===== config.mk =====
export PLATFORM = sky130hd
export DESIGN_NAME = mux_arbiter
export DESIGN_NICKNAME = d
export VERILOG_FILES = /design/src/rtl/mux_arbiter.sv
export SDC_FILE = /design/constraint.sdc
export NUM_CORES = 1
export LEC_CHECK = 0
export ABC_AREA = 1
export ABC_CLOCK_PERIOD_IN_PS = 1750
export BUFFER_PORTS_ARGS = -buffer_cell sky130_fd_sc_hd__buf_2
export CAP_MARGIN = 10
export CORE_MARGIN = 5
export CORE_UTILIZATION = 30
export DETAILED_ROUTE_END_ITERATION = 10
export GPL_ROUTABILITY_DRIVEN = 0
export PLACE_DENSITY_LB_ADDON = 0.15
export SLEW_MARGIN = 20
export SYNTH_ARGS = -nofsm -noshare
export SYNTH_HDL_FRONTEND = slang
export SYNTH_SLANG_ARGS = --single-unit

===== constraint.sdc =====
create_clock -name clk -period 1.75 [get_ports clk]
set_input_delay 0.0875 -clock clk [delete_from_list [all_inputs] [get_ports clk]]
set_output_delay 0.0875 -clock clk [all_outputs]
set_load 0.02 [all_outputs]

===== src/rtl/mux_arbiter.sv =====
// Round-robin arbiter for four requesters sharing a 16-bit 4:1 operand mux.
// Optional burst limiter enabled by defining ARB_BURST_LIMIT_EN.
module mux_arbiter #(
  parameter int unsigned MAX_BURST = 8
) (
  input  logic       clk,
  input  logic       rst_n,
  input  logic [3:0] req,
  output logic [3:0] gnt,
  output logic [1:0] mux_select,
  output logic       bus_valid,
  output logic       preempt
);

  typedef enum logic [0:0] {
    ST_IDLE = 1'b0,
    ST_BUSY = 1'b1
  } state_e;

  state_e     state_q, state_d;
  logic [1:0] last_q, last_d;
  logic [1:0] sel_q, sel_d;
  logic [3:0] gnt_q, gnt_d;
  logic       valid_q, valid_d;
  logic       preempt_q, preempt_d;

  logic [2:0] pick_new_s;
  logic [2:0] pick_other_s;
  logic       new_grant_s;
  logic       limit_hit_s;

  // Returns {found, index} of the first set mask bit at base+1, base+2, base+3, base.
  function automatic logic [2:0] rr_pick(input logic [3:0] mask, input logic [1:0] base);
    logic [2:0] res;
    logic [1:0] cand;
    res = 3'b000;
    for (int k = 4; k >= 1; k--) begin
      cand = base + 2'(k);
      if (mask[cand]) begin
        res = {1'b1, cand};
      end else begin
        res = res;
      end
    end
    return res;
  endfunction

  function automatic logic [3:0] onehot(input logic [1:0] idx);
    return 4'b0001 << idx;
  endfunction

  assign pick_new_s   = rr_pick(req, last_q);
  assign pick_other_s = rr_pick(req & ~onehot(sel_q), sel_q);

  // Next-state, next-grant and handoff decisions.
  always_comb begin
    state_d     = state_q;
    last_d      = last_q;
    sel_d       = sel_q;
    gnt_d       = gnt_q;
    valid_d     = valid_q;
    preempt_d   = 1'b0;
    new_grant_s = 1'b0;
    case (state_q)
      ST_IDLE: begin
        if (pick_new_s[2]) begin
          state_d     = ST_BUSY;
          sel_d       = pick_new_s[1:0];
          last_d      = pick_new_s[1:0];
          gnt_d       = onehot(pick_new_s[1:0]);
          valid_d     = 1'b1;
          new_grant_s = 1'b1;
        end else begin
          gnt_d   = 4'b0000;
          valid_d = 1'b0;
        end
      end
      ST_BUSY: begin
        if (!req[sel_q]) begin
          if (pick_other_s[2]) begin
            sel_d       = pick_other_s[1:0];
            last_d      = pick_other_s[1:0];
            gnt_d       = onehot(pick_other_s[1:0]);
            valid_d     = 1'b1;
            new_grant_s = 1'b1;
          end else begin
            state_d = ST_IDLE;
            gnt_d   = 4'b0000;
            valid_d = 1'b0;
          end
        end else if (limit_hit_s && pick_other_s[2]) begin
          // Revoked owner becomes the lowest-priority requester.
          sel_d       = pick_other_s[1:0];
          last_d      = sel_q;
          gnt_d       = onehot(pick_other_s[1:0]);
          valid_d     = 1'b1;
          preempt_d   = 1'b1;
          new_grant_s = 1'b1;
        end else begin
          gnt_d   = onehot(sel_q);
          valid_d = 1'b1;
        end
      end
      default: begin
        state_d = ST_IDLE;
        gnt_d   = 4'b0000;
        valid_d = 1'b0;
      end
    endcase
  end

  // Arbiter state and registered outputs.
  always_ff @(posedge clk or negedge rst_n) begin
    if (!rst_n) begin
      state_q   <= ST_IDLE;
      last_q    <= 2'd3;
      sel_q     <= 2'd0;
      gnt_q     <= 4'b0000;
      valid_q   <= 1'b0;
      preempt_q <= 1'b0;
    end else begin
      state_q   <= state_d;
      last_q    <= last_d;
      sel_q     <= sel_d;
      gnt_q     <= gnt_d;
      valid_q   <= valid_d;
      preempt_q <= preempt_d;
    end
  end

`ifdef ARB_BURST_LIMIT_EN
  localparam logic [7:0] BURST_LAST = (MAX_BURST > 32'd1) ? 8'(MAX_BURST - 32'd1) : 8'd0;

  logic [7:0] cnt_q, cnt_d;

  // Burst counter: cleared on each new grant, saturating at MAX_BURST-1.
  always_comb begin
    cnt_d = cnt_q;
    if (new_grant_s) begin
      cnt_d = 8'd0;
    end else if ((state_q == ST_BUSY) && (cnt_q < BURST_LAST)) begin
      cnt_d = cnt_q + 8'd1;
    end else begin
      cnt_d = cnt_q;
    end
  end

  // Burst counter register.
  always_ff @(posedge clk or negedge rst_n) begin
    if (!rst_n) begin
      cnt_q <= 8'd0;
    end else begin
      cnt_q <= cnt_d;
    end
  end

  assign limit_hit_s = (state_q == ST_BUSY) && (cnt_q >= BURST_LAST);
`else
  logic unused_max_burst_s;
  assign unused_max_burst_s = ^8'(MAX_BURST) | new_grant_s;
  assign limit_hit_s        = 1'b0;
`endif

  assign gnt        = gnt_q;
  assign mux_select = sel_q;
  assign bus_valid  = valid_q;
  assign preempt    = preempt_q;

endmodule

==> metrics.md <==
| Metric | Value |
|---|---|
| CP max stage cell | dfrtp_2 |
| Final Cell Area | 1430 um^2 |
| Synth top area share | 0.268 |
| WP depth | 12 |
| Slew Limit Fails | 0 |
| Placeable Area | 3280 um^2 |
| CTS tree | yes |
| CP startpoint kind | flop |
| Initial Util | 0.303 |
| CP Class | flop to flop |
| Port buffer count | 12 |
| Fmax | between 0.5 and 0.6 GHz |
| Initial drt markers | 38 |
| Final ANT Viol Nets | 0 |
| Nets | around 210 |
| Mapped Cells | 169 |
| Number of distinct library cells after synthesis | 24 |
| RSZ-0062 raised after global routing | yes |
| Status | finished with violations |
| R2r worst-path depth | 12 |
| Worst Path Buf+Inv | 3 |
| Cells along the critical path | inv_4, ha_4, inv_4, nand3_2, nand2_2, buf_4, nor2_4, nand2_2, nand2_4, o21ai_4, or2_1, nand2_1 |
| Vias in the first global route | 1,070 |
| Worst Path Required | slightly below 2 ns |
| Max FO, Critical Path | 6 |
| Die area | 4570 um^2 |
| Post-layout minimum cycle time | 1.75 ns |
| Cell Area, Placed | 1170 um^2 |
| Ranking of synthesized cells by area | nand2_1, dfrtp_1, nand3_1, inv_1, dfstp_2 |
| Total Routing Usage GR | 0.130 |
| Clock Root Buffer | clkbuf_4 |
| Finished Core Util | 0.434 |
| CP max stage delay | 0.49 ns |
| Asr flop ratio synth | 1.00 |
| Setup TNS | -0.00713 ns |
| Mean post-synth cell area | around 6 um^2 |
| Row cnt | 21 |
| Reg clk slew, reported paths | about 0.060 ns |
| Worst Hold Class | input port to async pin |
| Layout cell share with drive strength beyond 1 | 0.467 |
| Main flop type after synthesis | dfrtp_1 |
| EDFF count, synth | 0 |
| Final Hold Viols | 0 |
| Routed vias | 1,113 |
| Io pins | 14 |
| Largest net degree at the start of global routing | 10 |
| Arr. time, crit path | roughly 2.0 ns |
| Failing checks | negative setup slack |
| Critical path's top delay family | simple AND/OR/NAND/NOR gates |
| Yosys warning count | 0 |
| Vias per cell | 4.58 |
| Period utilisation layout | 1.00 |
| Sequential-to-total area share from yosys stat | 0.229 |
| Die height | 67.6 um |
| Detailed-placement wirelength estimate | 2.16 mm |
| Final wirelength | 2.83 mm |
| GRT overflow | 0 |
| Initial antenna violation count | 0 |
| Crit. End Element | flop |
| Post-route DRC | 0 |
| Max cap viols | 0 |
| Final setup viols | 2 |
| Clk buf depth | 2 |
| Post-Syn Area | between 900 and 1000 um^2 |
| Die X | 67.6 um |
| First-pass GRT wire length | 4.64 mm |
| Worst Hold Slack | approximately 0.21 ns |
| Final worst setup slack | -0.00403 ns |
| Layout area overhead | 43.1% |
| Worst Skew | about 0.0029 ns |
| Clock Sinks | 9 |
| #FFs+latches synth | 9 |
| Total CTS buffers | 3 |
| Synth area leader | nand2_1 |
| H-tree levels | 1 |
| Synth Net Count | 179 |
| Diodes inserted | 0 |
| First-pass iteration count of the detailed router | 4 |
| Worst skew pair latency | roughly 0.26 ns |
| Routed len/inst | 11.6 um |
-- synthesized netlist by cell type, types with 2 or more instances --
library cell,n
nand2_1,71
inv_1,21
nand3_1,17
nor2_1,9
dfrtp_1,7
nand2_2,7
a21oi_1,5
ha_1,4
nor2_2,4
or2_1,4
nand3_2,3
clkinv_1,2
dfstp_2,2
inv_2,2
o21ai_0,2
-- registers in the layout, indices dropped and copies added, names as in the netlist --
register / flops
mux_select: 2
gnt: 4
last_q: 2
bus_valid: 1
-- what timing repair did --
action | CTS | global route
gates resized for setup | 4 | 51
hold buffers | 1 | 0
setup buffers | 0 | 4
gates cloned | 0 | 0
pin swaps | 0 | 16
hold endpoints to repair | 9 | 0
endpoints found under the setup margin | 5 | 8
-- worst paths after layout --
path / from / end / slack [ns]
max: mux_select[0] / mux_select[1] / -0.004
max in group asynchronous: rst_n / last_q[1] / 1.30
max reg2reg: mux_select[0] / mux_select[1] / -0.004
min reg2reg: last_q[0] / last_q[0] / 0.68
min in group clk: req[1] / bus_valid / 0.48
min: rst_n / mux_select[0] / 0.21
-- kinds of logic (layout without fill, tap and decap cells) --
kind of cell / after synthesis / after routing / share of synthesized area
flops: 9 / 9 / 0.229
buf+inv: 27 / 55 / 0.108
simple gates: 117 / 117 / 0.533
fa+ha+maj: 4 / 4 / 0.0503
other cells: 1 / 1 / 0.00377
compound gates: 11 / 11 / 0.0766
-- metal layers --
metal  up-vias  routed length [um]  GRT usage
met5         -                   0          0
li1        572                   -          -
met4         0                  16     0.0354
met2         7                1530      0.233
met3         3                  20    0.00998
met1       531                1260      0.166
-- final cells by class --
type	count	area (um^2)
clock buffer	4	26.3
fill	350	1860
inverter	26	110
multi-input combinational	133	833
sequential	9	230
tap	46	57.6
timing repair buffer	25	168
-- cells in the final DEF (no fill, tap or decap), drive strengths merged --
cell type    count
nand2           79
inv             24
buf             24
nand3           20
nor2            13
dfrtp            7
a21oi            6
or2              4
ha               4
clkbuf           4
o21ai            4
clkinv           2
dfstp            2
a21boi           1
nor3             1
conb             1
dlygate4sd3      1
-- per-stage QoR --
step	instances	setup WS, ns
floorplan	169	0.00435
global placement	234	-0.00908
detailed placement	234	-0.0156
CTS	239	0.00231
global route	243	-0.0784
finish	243	-0.00403
Power is left out: the tool's default activity adds up to more than one toggle a clock period on the data nets, which glitch-free logic cannot reach.
